`src/rtl/vita_tx_control_mc.sv`:
```
// Generic single-clock FIFO used for the status message queue.
// Latency: a word written on edge N is visible at rd_dat_o after edge N.
// Backpressure: wr_rdy_o drops only when full and no read is taken in the same cycle.
module vita_fifo #(
    parameter int DW = 32,
    parameter int AW = 2
) (
    input  logic          clk,
    input  logic          srst_i,
    input  logic [DW-1:0] wr_dat_i,
    input  logic          wr_vld_i,
    output logic          wr_rdy_o,
    output logic [DW-1:0] rd_dat_o,
    output logic          rd_vld_o,
    input  logic          rd_rdy_i
);
    localparam int DEPTH = 1 << AW;

    logic [DW-1:0] mem_q [DEPTH];
    logic [AW-1:0] wr_ptr_q, rd_ptr_q;
    logic [AW:0]   cnt_q;
    logic          push, pop;

    assign rd_vld_o = (cnt_q != '0);
    assign rd_dat_o = mem_q[rd_ptr_q];
    // A full queue still accepts a word when the head leaves in the same cycle.
    assign wr_rdy_o = (cnt_q != (AW+1)'(DEPTH)) | rd_rdy_i;
    assign push     = wr_vld_i & wr_rdy_o;
    assign pop      = rd_vld_o & rd_rdy_i;

    always_ff @(posedge clk) begin
        if (push) mem_q[wr_ptr_q] <= wr_dat_i;
    end

    always_ff @(posedge clk) begin
        if (srst_i) begin
            wr_ptr_q <= '0;
            rd_ptr_q <= '0;
            cnt_q    <= '0;
        end else begin
            if (push) wr_ptr_q <= wr_ptr_q + 1'b1;
            if (pop)  rd_ptr_q <= rd_ptr_q + 1'b1;
            case ({push, pop})
                2'b10:   cnt_q <= cnt_q + 1'b1;
                2'b01:   cnt_q <= cnt_q - 1'b1;
                default: cnt_q <= cnt_q;
            endcase
        end
    end
endmodule

// Multi-channel VITA TX sequencer: releases NCHAN samples per strobe once send time is reached.
// Latency: IDLE->RUN one edge; sample updates the edge after a strobe; messages visible 1 cycle after the event.
// Backpressure: pulls lines only in RUN on strobe or while flushing in ERROR; full message queue drops and flags.
module vita_tx_control_mc #(
    parameter int BASE     = 0,
    parameter int WIDTH    = 32,
    parameter int NCHAN    = 1,
    parameter int MSG_AW   = 2,
    parameter int MAX_IDLE = 1000000
) (
    input  logic                         clk,
    input  logic                         reset,
    input  logic                         clear,
    input  logic                         set_stb,
    input  logic [7:0]                   set_addr,
    input  logic [31:0]                  set_data,
    input  logic [63:0]                  vita_time,
    input  logic [85+NCHAN*WIDTH-1:0]    sample_fifo_i,
    input  logic                         sample_fifo_src_rdy_i,
    output logic                         sample_fifo_dst_rdy_o,
    input  logic                         strobe,
    output logic [NCHAN*WIDTH-1:0]       sample,
    output logic                         run,
    output logic [31:0]                  msg_o,
    output logic                         msg_src_rdy_o,
    input  logic                         msg_dst_rdy_i,
    output logic                         msg_overflow,
    output logic [15:0]                  underrun_count,
    output logic                         packet_consumed
);
    localparam int SW = NCHAN * WIDTH;
    localparam int CW = $clog2(MAX_IDLE + 1);

    localparam logic [7:0] A_POLICY   = 8'(BASE + 3);
    localparam logic [7:0] A_MAX_LEAD = 8'(BASE + 4);
    localparam logic [7:0] A_MASK     = 8'(BASE + 5);

    localparam logic [2:0] S_IDLE  = 3'd0;
    localparam logic [2:0] S_RUN   = 3'd1;
    localparam logic [2:0] S_CONT  = 3'd2;
    localparam logic [2:0] S_ERROR = 3'd3;
    localparam logic [2:0] S_DONE  = 3'd4;
    localparam logic [2:0] S_WAIT  = 3'd5;

    localparam logic [15:0] C_EOB_ACK   = 16'd1;
    localparam logic [15:0] C_UNDERRUN  = 16'd2;
    localparam logic [15:0] C_SEQ_ERR   = 16'd4;
    localparam logic [15:0] C_LATE      = 16'd8;
    localparam logic [15:0] C_UNDER_MID = 16'd16;
    localparam logic [15:0] C_SEQ_MIDB  = 16'd32;
    localparam logic [15:0] C_TOO_EARLY = 16'd64;

    logic srst;
    assign srst = reset | clear;

    logic [2:0]       policy_q;
    logic [31:0]      max_lead_q;
    logic [NCHAN-1:0] chan_mask_q;
    logic             policy_wr;

    assign policy_wr = set_stb & (set_addr == A_POLICY);

    always_ff @(posedge clk) begin
        if (reset) begin
            policy_q    <= '0;
            max_lead_q  <= '0;
            chan_mask_q <= '0;
        end else if (set_stb) begin
            if (set_addr == A_POLICY)   policy_q    <= set_data[2:0];
            if (set_addr == A_MAX_LEAD) max_lead_q  <= set_data;
            if (set_addr == A_MASK)     chan_mask_q <= set_data[NCHAN-1:0];
        end
    end

    logic          pol_wait, pol_next_pkt, pol_next_burst;
    assign pol_wait       = policy_q[0];
    assign pol_next_pkt   = policy_q[1];
    assign pol_next_burst = policy_q[2];

    logic [63:0]   send_time;
    logic [15:0]   seqnum;
    logic          eop, eob, send_at, seq_err;
    logic [SW-1:0] fifo_smp;
    logic          unused_sob;

    assign send_time  = sample_fifo_i[63:0];
    assign seqnum     = sample_fifo_i[79:64];
    assign eop        = sample_fifo_i[80];
    assign eob        = sample_fifo_i[81];
    assign unused_sob = sample_fifo_i[82];
    assign send_at    = sample_fifo_i[83];
    assign seq_err    = sample_fifo_i[84];
    assign fifo_smp   = sample_fifo_i[85 +: SW];

    logic [63:0] lead_limit;
    logic        now, late, too_early, late_q, late_qual;
    logic        src_rdy, consume;

    assign src_rdy    = sample_fifo_src_rdy_i;
    assign lead_limit = vita_time + {32'd0, max_lead_q};
    assign now        = (vita_time == send_time);
    assign late       = (vita_time > send_time);
    assign too_early  = (max_lead_q != '0) & (send_time > lead_limit);
    // Lateness must persist on the same unconsumed head line for two cycles.
    assign late_qual  = src_rdy & late & late_q;

    logic [2:0]  state_q, state_d;
    logic        ev_vld;
    logic [15:0] ev_code;

    assign sample_fifo_dst_rdy_o = (state_q == S_ERROR) | ((state_q == S_RUN) & strobe);
    assign consume               = src_rdy & sample_fifo_dst_rdy_o;

    always_comb begin
        state_d = state_q;
        ev_vld  = 1'b0;
        ev_code = '0;
        case (state_q)
            S_IDLE: if (src_rdy) begin
                if (seq_err) begin
                    state_d = S_ERROR; ev_vld = 1'b1; ev_code = C_SEQ_ERR;
                end else if (!send_at || now) begin
                    state_d = S_RUN;
                end else if (late_qual) begin
                    state_d = S_ERROR; ev_vld = 1'b1; ev_code = C_LATE;
                end else if (too_early) begin
                    state_d = S_ERROR; ev_vld = 1'b1; ev_code = C_TOO_EARLY;
                end
            end
            S_RUN: if (strobe) begin
                if (!src_rdy) begin
                    state_d = S_ERROR; ev_vld = 1'b1; ev_code = C_UNDER_MID;
                end else if (eop && eob) begin
                    state_d = S_DONE; ev_vld = 1'b1; ev_code = C_EOB_ACK;
                end else if (eop) begin
                    state_d = S_CONT;
                end
            end
            S_CONT: begin
                if (strobe) begin
                    ev_vld  = 1'b1;
                    ev_code = C_UNDERRUN;
                    state_d = pol_next_pkt ? S_DONE : (pol_wait ? S_WAIT : S_ERROR);
                end else if (src_rdy && seq_err) begin
                    state_d = S_ERROR; ev_vld = 1'b1; ev_code = C_SEQ_MIDB;
                end else if (src_rdy) begin
                    state_d = S_RUN;
                end
            end
            S_ERROR: if (src_rdy && eop) begin
                if (pol_next_pkt || (pol_next_burst && eob)) state_d = S_IDLE;
                else if (pol_wait)                            state_d = S_WAIT;
            end
            S_DONE:  state_d = S_IDLE;
            S_WAIT:  if (policy_wr) state_d = S_IDLE;
            default: state_d = S_IDLE;
        endcase
    end

    logic [CW-1:0] idle_cnt_q;
    logic          run_q;
    logic [SW-1:0] sample_q, smp_masked;
    logic          pkt_q, load;
    logic [15:0]   under_q;

    always_comb begin
        smp_masked = '0;
        for (int c = 0; c < NCHAN; c++) begin
            if (chan_mask_q[c]) smp_masked[c*WIDTH +: WIDTH] = fifo_smp[c*WIDTH +: WIDTH];
        end
    end

    assign load = strobe & (state_q == S_RUN) & src_rdy;

    always_ff @(posedge clk) begin
        if (srst) begin
            state_q    <= S_IDLE;
            late_q     <= 1'b0;
            run_q      <= 1'b0;
            idle_cnt_q <= '0;
            sample_q   <= '0;
            pkt_q      <= 1'b0;
            under_q    <= '0;
        end else begin
            state_q <= state_d;
            late_q  <= src_rdy & late & ~consume;
            pkt_q   <= consume & eop;

            if (state_q == S_RUN)               idle_cnt_q <= CW'(MAX_IDLE);
            else if (run_q && idle_cnt_q != '0) idle_cnt_q <= idle_cnt_q - 1'b1;

            // The last line of a burst ends run at once; otherwise it times out after leaving RUN.
            if (consume && eop && eob)                                run_q <= 1'b0;
            else if (state_d == S_RUN)                                run_q <= 1'b1;
            else if (state_q != S_RUN && idle_cnt_q <= CW'(1))        run_q <= 1'b0;

            if (load)        sample_q <= smp_masked;
            else if (!run_q) sample_q <= '0;

            if (ev_vld && (ev_code == C_UNDERRUN || ev_code == C_UNDER_MID) && under_q != 16'hFFFF)
                under_q <= under_q + 16'd1;
        end
    end

    logic msg_in_rdy, ovf_q;

    vita_fifo #(.DW(32), .AW(MSG_AW)) u_msg_fifo (
        .clk      (clk),
        .srst_i   (srst),
        .wr_dat_i ({seqnum, ev_code}),
        .wr_vld_i (ev_vld),
        .wr_rdy_o (msg_in_rdy),
        .rd_dat_o (msg_o),
        .rd_vld_o (msg_src_rdy_o),
        .rd_rdy_i (msg_dst_rdy_i)
    );

    always_ff @(posedge clk) begin
        if (srst)                     ovf_q <= 1'b0;
        else if (ev_vld && !msg_in_rdy) ovf_q <= 1'b1;
    end

    assign sample          = sample_q;
    assign run             = run_q;
    assign msg_overflow    = ovf_q;
    assign underrun_count  = under_q;
    assign packet_consumed = pkt_q;
endmodule

```
`config.mk`:
```
export PLATFORM = sky130hd
export DESIGN_NAME = vita_tx_control_mc
export DESIGN_NICKNAME = d
export VERILOG_FILES = /design/src/rtl/vita_tx_control_mc.sv
export SDC_FILE = /design/constraint.sdc
export NUM_CORES = 1
export LEC_CHECK = 0
export CORE_MARGIN = 2
export CORE_UTILIZATION = 31
export CTS_BUF_LIST = sky130_fd_sc_hd__clkbuf_4 sky130_fd_sc_hd__clkbuf_8
export CTS_CLUSTER_DIAMETER = 60
export DETAILED_ROUTE_END_ITERATION = 10
export PLACE_DENSITY = 0.61
export SETUP_SLACK_MARGIN = 0.15
export SLEW_MARGIN = 10
export SYNTH_ARGS = -nofsm -noshare
export SYNTH_HDL_FRONTEND = slang
export SYNTH_HIERARCHICAL = 1
export SYNTH_SLANG_ARGS = --single-unit
export TNS_END_PERCENT = 1
```
`constraint.sdc`:
```
create_clock -name clk -period 21.3 [get_ports clk]
set_input_delay 6.39 -clock clk [delete_from_list [all_inputs] [get_ports clk]]
set_output_delay 6.39 -clock clk [all_outputs]
set_load 0.005 [all_outputs]
```
==> flow_summary_export.csv, run 1 <==
group,metric,value,unit
outcome,status,"completed",
floorplan,floorplan.initialDensity,31.37,%
cells_and_area,multi_input_area,0.008242,mm2
place,hpwl,33.03,mm
worst_hold_path,hp-class,"flip-flop to flip-flop",
sta,timing.final.crit_period,14.57,ns
floorplan,row_count,80,
synth,synth.avg_cell_area,9.956,um2
power,p_leak,7.634,nW
synth,synth_edf_count,128,
sta,max_freq,68.63,MHz
drt,viasPerCell,5.023,
critical_path,crit_arrival,8.18,ns
drt,ant_nets,0,
synth,ys.flop_type,"edfxtp_1",
critical_path,worst-path-max-fanout,7,
cells_and_area,final_common_cell,"clkdlybuf4s50_1",
drt,route.vias.total,12550,
cts,clkTransAtPathRegs,0.06,ns
place,portBuffers,311,
sta,finalHoldViolCount,0,
cts,cts_setup_buffers,0,
cells_and_area,ff_latch_area,0.006247,mm2
cells_and_area,finalNetCount,2252,
floorplan,dieArea,0.04998,mm2
cells_and_area,final_cell_mix,"clkdlybuf4s50_1 (311), ha_1 (168), nand2_1 (139)",
synth,synth_top_cells_by_area,"edfxtp_1 (26%), dfxtp_1 (16%), ha_1 (14%)",
cells_and_area,num-fill-cells,4619,
sta,tns,0,ns
power,switching_power,285.1,uW
floorplan,core_area,0.04765,mm2
cts,max-clock-path-buffers,3,
cts,cts.hold.buffers_added,0,
power,p_int,839.3,uW
cells_and_area,drive_gt1_share,7.116,%
drt,drc_errors,0,
cts,cts_tree,"yes",
sta,slew_headroom,21.19,%
cts,clk-insertion-delay-late,0.61,ns
power,power.share.clock,39.0,%
drt,drt_iter0_drc,623,
synth,async_flop_share,0,%
cells_and_area,area_delta_synth_final,31.76,%
critical_path,cp-start-kind,"input pin",
global_route,grt_pass1_vias,12610,
cts,numCtsBuffers,47,
synth,yosysTopAreaCellShare,25.72,%
drt,highest_layer,"met4",
cts,clock-sinks,248,
critical_path,crit_type,"input pin to output pin",
synth,syn-instance-count,1501,
power,p_per_area,57.10,mW/mm2
cts,root_buffer,"clkbuf_8",
power,peakVddDrop,0.03692,mV
drt,wirelength,43.36,mm
drt,first_pass_iters,7,
drt,dr_wl_met2,19.85,mm
power,power,1.124,mW
synth,ys_seq_area_share,41.80,%
global_route,grt_pass1_wl,67.67,mm
cts,cts_resized,0,
power,p_seq_share,45.7,%
global_route,overflow,0,
synth,yosysUniqueCellTypes,78,
floorplan,dieWidth,223.6,um
place,gp_congestion,0.8804,
floorplan,die_y,223.6,um
sta,grt_setup_unrepaired,"no",
power,netSwitchingFraction,25.35,%
global_route,grt_max_degree,68,
global_route,antenna_found_initial,0,
drt,wl_met3,2.902,mm
sta,fin_worst_skew,0.03485,ns
power,combinationalPowerShare,15.2,%
synth,yosysTopAreaCell,"edfxtp_1",
critical_path,critPathRequiredTime,14.91,ns
synth,synth_area,0.01494,mm2
global_route,grt_util_all_layers,17.14,%
cts,htreeDepth,2,
floorplan,ios,313,
drt,wl_met1,19.73,mm
critical_path,crit_path_end_kind,"output pin",
synth,ys_ff_latch,248,
sta,drv_slew,0,
sta,setup_viol,0,
sta,worstMarginPinSlew,1.182,ns
sta,period_share,68.41,%
synth,ys_warn_count,6,
drt,wl_per_cell,17.35,um
flow_run,max_cap_violations,0,
==> per-layer routing <==
metal  track usage (%)  vias up
met3             4.735       65
met4             4.645        0
met1             22.68     5928
met5                 0        -
met2             27.56      385
li1                  -     6175
==> cell usage after synthesis (11+ instances only) <==
master and instances:
a21oi_1 133, o21ai_0 42, ha_1 168, xor2_1 50, mux4_2 32, nand2_1 139, nor2b_1 13, nor4_1 18
or3_1 14, clkbuf_1 39, nand3_1 54, nand2b_1 11, dfxtp_1 120, a21o_1 36, a22oi_1 32, edfxtp_1 128
nand4_1 36, inv_1 100, and3_1 22, nor3_1 19, xnor2_1 40, nor2_1 115
==> flip-flops by register name (all words and copies together), names as in the netlist, 2 cells and up, named ones only <==
name	cells
idle_cnt_q	20
max_lead_q	32
policy_q	3
sample	32
state_q	3
u_msg_fifo/cnt_q	3
u_msg_fifo/mem_q	128
u_msg_fifo/rd_ptr_q	2
u_msg_fifo/wr_ptr_q	2
underrun_count	16
==> power by group through the flow <==
stage | clock network (mW) | logic [mW] | registers (mW)
2_1_floorplan | 0 | 0.0827 | 0.523
6_report | 0.439 | 0.171 | 0.514
3_5_place_dp | 0 | 0.171 | 0.524
3_3_place_gp | 0 | 0.168 | 0.524
4_1_cts | 0.456 | 0.173 | 0.514
5_1_grt | 0.477 | 0.190 | 0.515
==> worst paths after layout <==
kind / from / endpoint / slack [ns] / depth (start not counted)
worst max-delay path: strobe / sample_fifo_dst_rdy_o / 6.73 / 5
worst min-delay path: chan_mask_q / chan_mask_q / 0.45 / 2
worst max register to register: max_lead_q[0] / u_msg_fifo/cnt_q[2] / 13.51 / 28
worst min register to register: chan_mask_q / chan_mask_q / 0.45 / 2
==> logic make-up after synthesis <==
| logic type | synth area share [%] |
|---|---|
| AOI/OAI and AO/OA | 13.56 |
| xor gates and xnor gates | 5.275 |
| adders and majority gates | 14.33 |
| buffers and inverters | 3.977 |
| DFF | 41.80 |
| muxes | 5.157 |
| other | 0.02509 |
| and+or+nand+nor | 15.87 |
==> worst max-delay path, cell delays in order <==
cell and delay, ns:
clkdlybuf4s50_1 0.60, inv_1 0.13, or3_1 0.38, nand2_1 0.15
clkdlybuf4s50_1 0.52
==> per-stage QoR <==
stage	cells	hold slack (ns)	setup WS [ns]	area [um2]	util (%)
2_1_floorplan	1536	0.4319	8.009	15080	-
3_3_place_gp	2420	0.4526	6.722	18820	39.50
3_5_place_dp	2420	0.4483	6.739	18820	39.50
4_1_cts	2498	0.4566	6.732	19690	41.32
5_1_grt	2498	0.4829	6.619	19690	41.32
6_report	2499	0.4528	6.729	19690	41.33
==> layout make-up <==
class	count	area share [%]
Sequential cell	248	31.73
Clock inverter	15	0.3812
Antenna cell	1	0.01271
Multi-Input combinational cell	1136	41.85
Tap cell	615	3.908
Clock buffer	63	4.022
Inverter	100	1.906
Timing Repair Buffer	321	16.19
(Power assumes the default switching activity.)
==> inputs of run 2 (changes only) <==
==> constraint.sdc (replaced) <==
create_clock -name clk -period 14.62 [get_ports clk]
set_input_delay 4.386 -clock clk [delete_from_list [all_inputs] [get_ports clk]]
set_output_delay 4.386 -clock clk [all_outputs]
set_load 0.005 [all_outputs]
==> run 2 against run 1 <==
  * Sequential power up 46%
  * Total power increased by 46%
  * Combinational power rose by 46%
  * Die area unchanged
  * Critical path type is now input pin to flip-flop
==> flow_summary_export.csv, run 2 (same netlist as run 1, synthesis figures left out) <==
group,metric,value,unit
cells_and_area,finalNetCount,2251,
cells_and_area,final_common_cell,"clkdlybuf4s50_1",
critical_path,crit_path_end_kind,"flip-flop",
cells_and_area,final_util,41.43,%
outcome,status,"completed",
global_route,antenna_found_initial,2,
sta,grt_setup_unrepaired,"no",
drt,wl_per_cell,17.23,um
sta,setup_viol,0,
critical_path,critPathRequiredTime,15.11,ns
cts,htreeDepth,2,
global_route,grt_pass1_wl,67.62,mm
cells_and_area,top_register,"u_msg_fifo/mem_q",
place,gp_congestion,0.8820,
drt,drc_errors,0,
drt,ant_nets,0,
cts,cts_resized,0,
power,peakVddDrop,0.06713,mV
cts,clock-sinks,248,
cts,numCtsBuffers,45,
cells_and_area,drive_gt1_share,7.525,%
sta,max_freq,86.30,MHz
cells_and_area,final_cell_mix,"clkdlybuf4s50_1 (311), ha_1 (168), nand2_1 (139)",
drt,drt_iter0_drc,535,
power,p_leak,7.660,nW
cts,clk-insertion-delay-late,0.60,ns
sta,period_share,79.26,%
place,dp.cells,2420,
floorplan,die_y,223.6,um
place,hpwl,33.14,mm
cts,root_buffer,"clkbuf_8",
critical_path,worst-path-max-fanout,8,
sta,slew_headroom,22.96,%
critical_path,cpPeakStageDelay,0.71,ns
floorplan,dieArea,0.04998,mm2
global_route,grt_max_degree,68,
drt,first_pass_iters,5,
drt,wirelength,43.13,mm
cells_and_area,stdcell_count,2503,
global_route,overflow,0,
floorplan,ios,313,
sta,timing.final.crit_period,11.59,ns
cts,cts.hold.buffers_added,0,
floorplan,dieWidth,223.6,um
cells_and_area,area_delta_synth_final,32.07,%
floorplan,core_area,0.04765,mm2
sta,drv_slew,0,
floorplan,row_count,80,
critical_path,crit_type,"input pin to flip-flop",
cts,cts_tree,"yes",
critical_path,slowest_stage,"o21ai_0",
flow_run,max_cap_violations,0,
drt,viasPerCell,5.004,
cts,clkTransAtPathRegs,0.05,ns
sta,tns,0,ns
worst_hold_path,hp-class,"flip-flop to flip-flop",
sta,hold-worst-slack,0.4739,ns
floorplan,floorplan.initialDensity,31.37,%
cts,cts_setup_buffers,0,
critical_path,crit_arrival,12.08,ns
cts,max-clock-path-buffers,3,
global_route,grt_util_all_layers,17.03,%
cells_and_area,largest_reg_flops,128,
sta,worstMarginPinSlew,1.156,ns
sta,finalHoldViolCount,0,
critical_path,cp-start-kind,"input pin",
sta,fin_worst_skew,0.04373,ns
power,p_per_area,83.42,mW/mm2
drt,route.vias.total,12530,
global_route,grt_pass1_vias,12710,
cells_and_area,num-fill-cells,4611,
place,portBuffers,311,
power,power,1.646,mW
-- run 2: cell types whose count changed in the layout (fill, tap and decap cells not counted), sizes merged --
cell      change
clkinvlp      +1
clkinv        -1
inv           +1
clkbuf        +2
buf           +1
-- run 2: critical path, delay by kind of cell --
family | cells | cell delay (ns)
buffers and inverters | 4 | 0.72
AO/OA/AOI/OAI | 9 | 2.80
XOR/XNOR | 2 | 0.17
adder cells (fa/ha/maj) | 5 | 1.25
AND/OR/NAND/NOR | 9 | 2.74
-- run 2: path summary, 6_finish.rpt --
check | startpoint | end | slack (ns) | cells after the start
max | vita_time[0] | u_msg_fifo/cnt_q[2] | 3.03 | 29
min | idle_cnt_q[7] | idle_cnt_q[7] | 0.47 | 2
max reg2reg | max_lead_q[0] | u_msg_fifo/cnt_q[2] | 7.02 | 28
min reg2reg | idle_cnt_q[7] | idle_cnt_q[7] | 0.47 | 2
-- run 2: area by class of cell --
| class | count | area (um2) | share of cell area [%] |
|---|---|---|---|
| multi-input combinational | 1136 | 8242 | 41.76 |
| sequential | 248 | 6247 | 31.65 |
| timing repair buffer | 322 | 3203 | 16.23 |
| clock buffer | 65 | 807.0 | 4.089 |
| tap | 615 | 769.5 | 3.899 |
| inverter | 100 | 375.4 | 1.902 |
| clock inverter | 16 | 91.34 | 0.4628 |
| antenna | 1 | 2.502 | 0.01268 |
-- run 2: power breakdown --
group	internal [mW]	switching [mW]	leakage (nW)
combinational	0.130	0.119	5.07
clock	0.357	0.291	0.482
sequential	0.744	0.00538	2.11
total	1.23	0.415	7.66
-- run 2: through the flow --
stage	worst slack (ns)	cell area (um2)
after detailed placement	2.347	18820
after CTS	2.971	19720
final	3.033	19740
after global routing	2.369	19740
after global placement	2.473	18820
after floorplan	4.624	15080
-- run 2: routing by layer --
| layer | global-route usage (%) | part of all wire (%) | vias up |
|---|---|---|---|
| met5 | 0 | 0 | - |
| met4 | 4.323 | 1.8 | 0 |
| met3 | 4.512 | 6.5 | 68 |
| met2 | 27.73 | 46 | 378 |
| met1 | 22.47 | 46 | 5898 |
| li1 | - | - | 6181 |
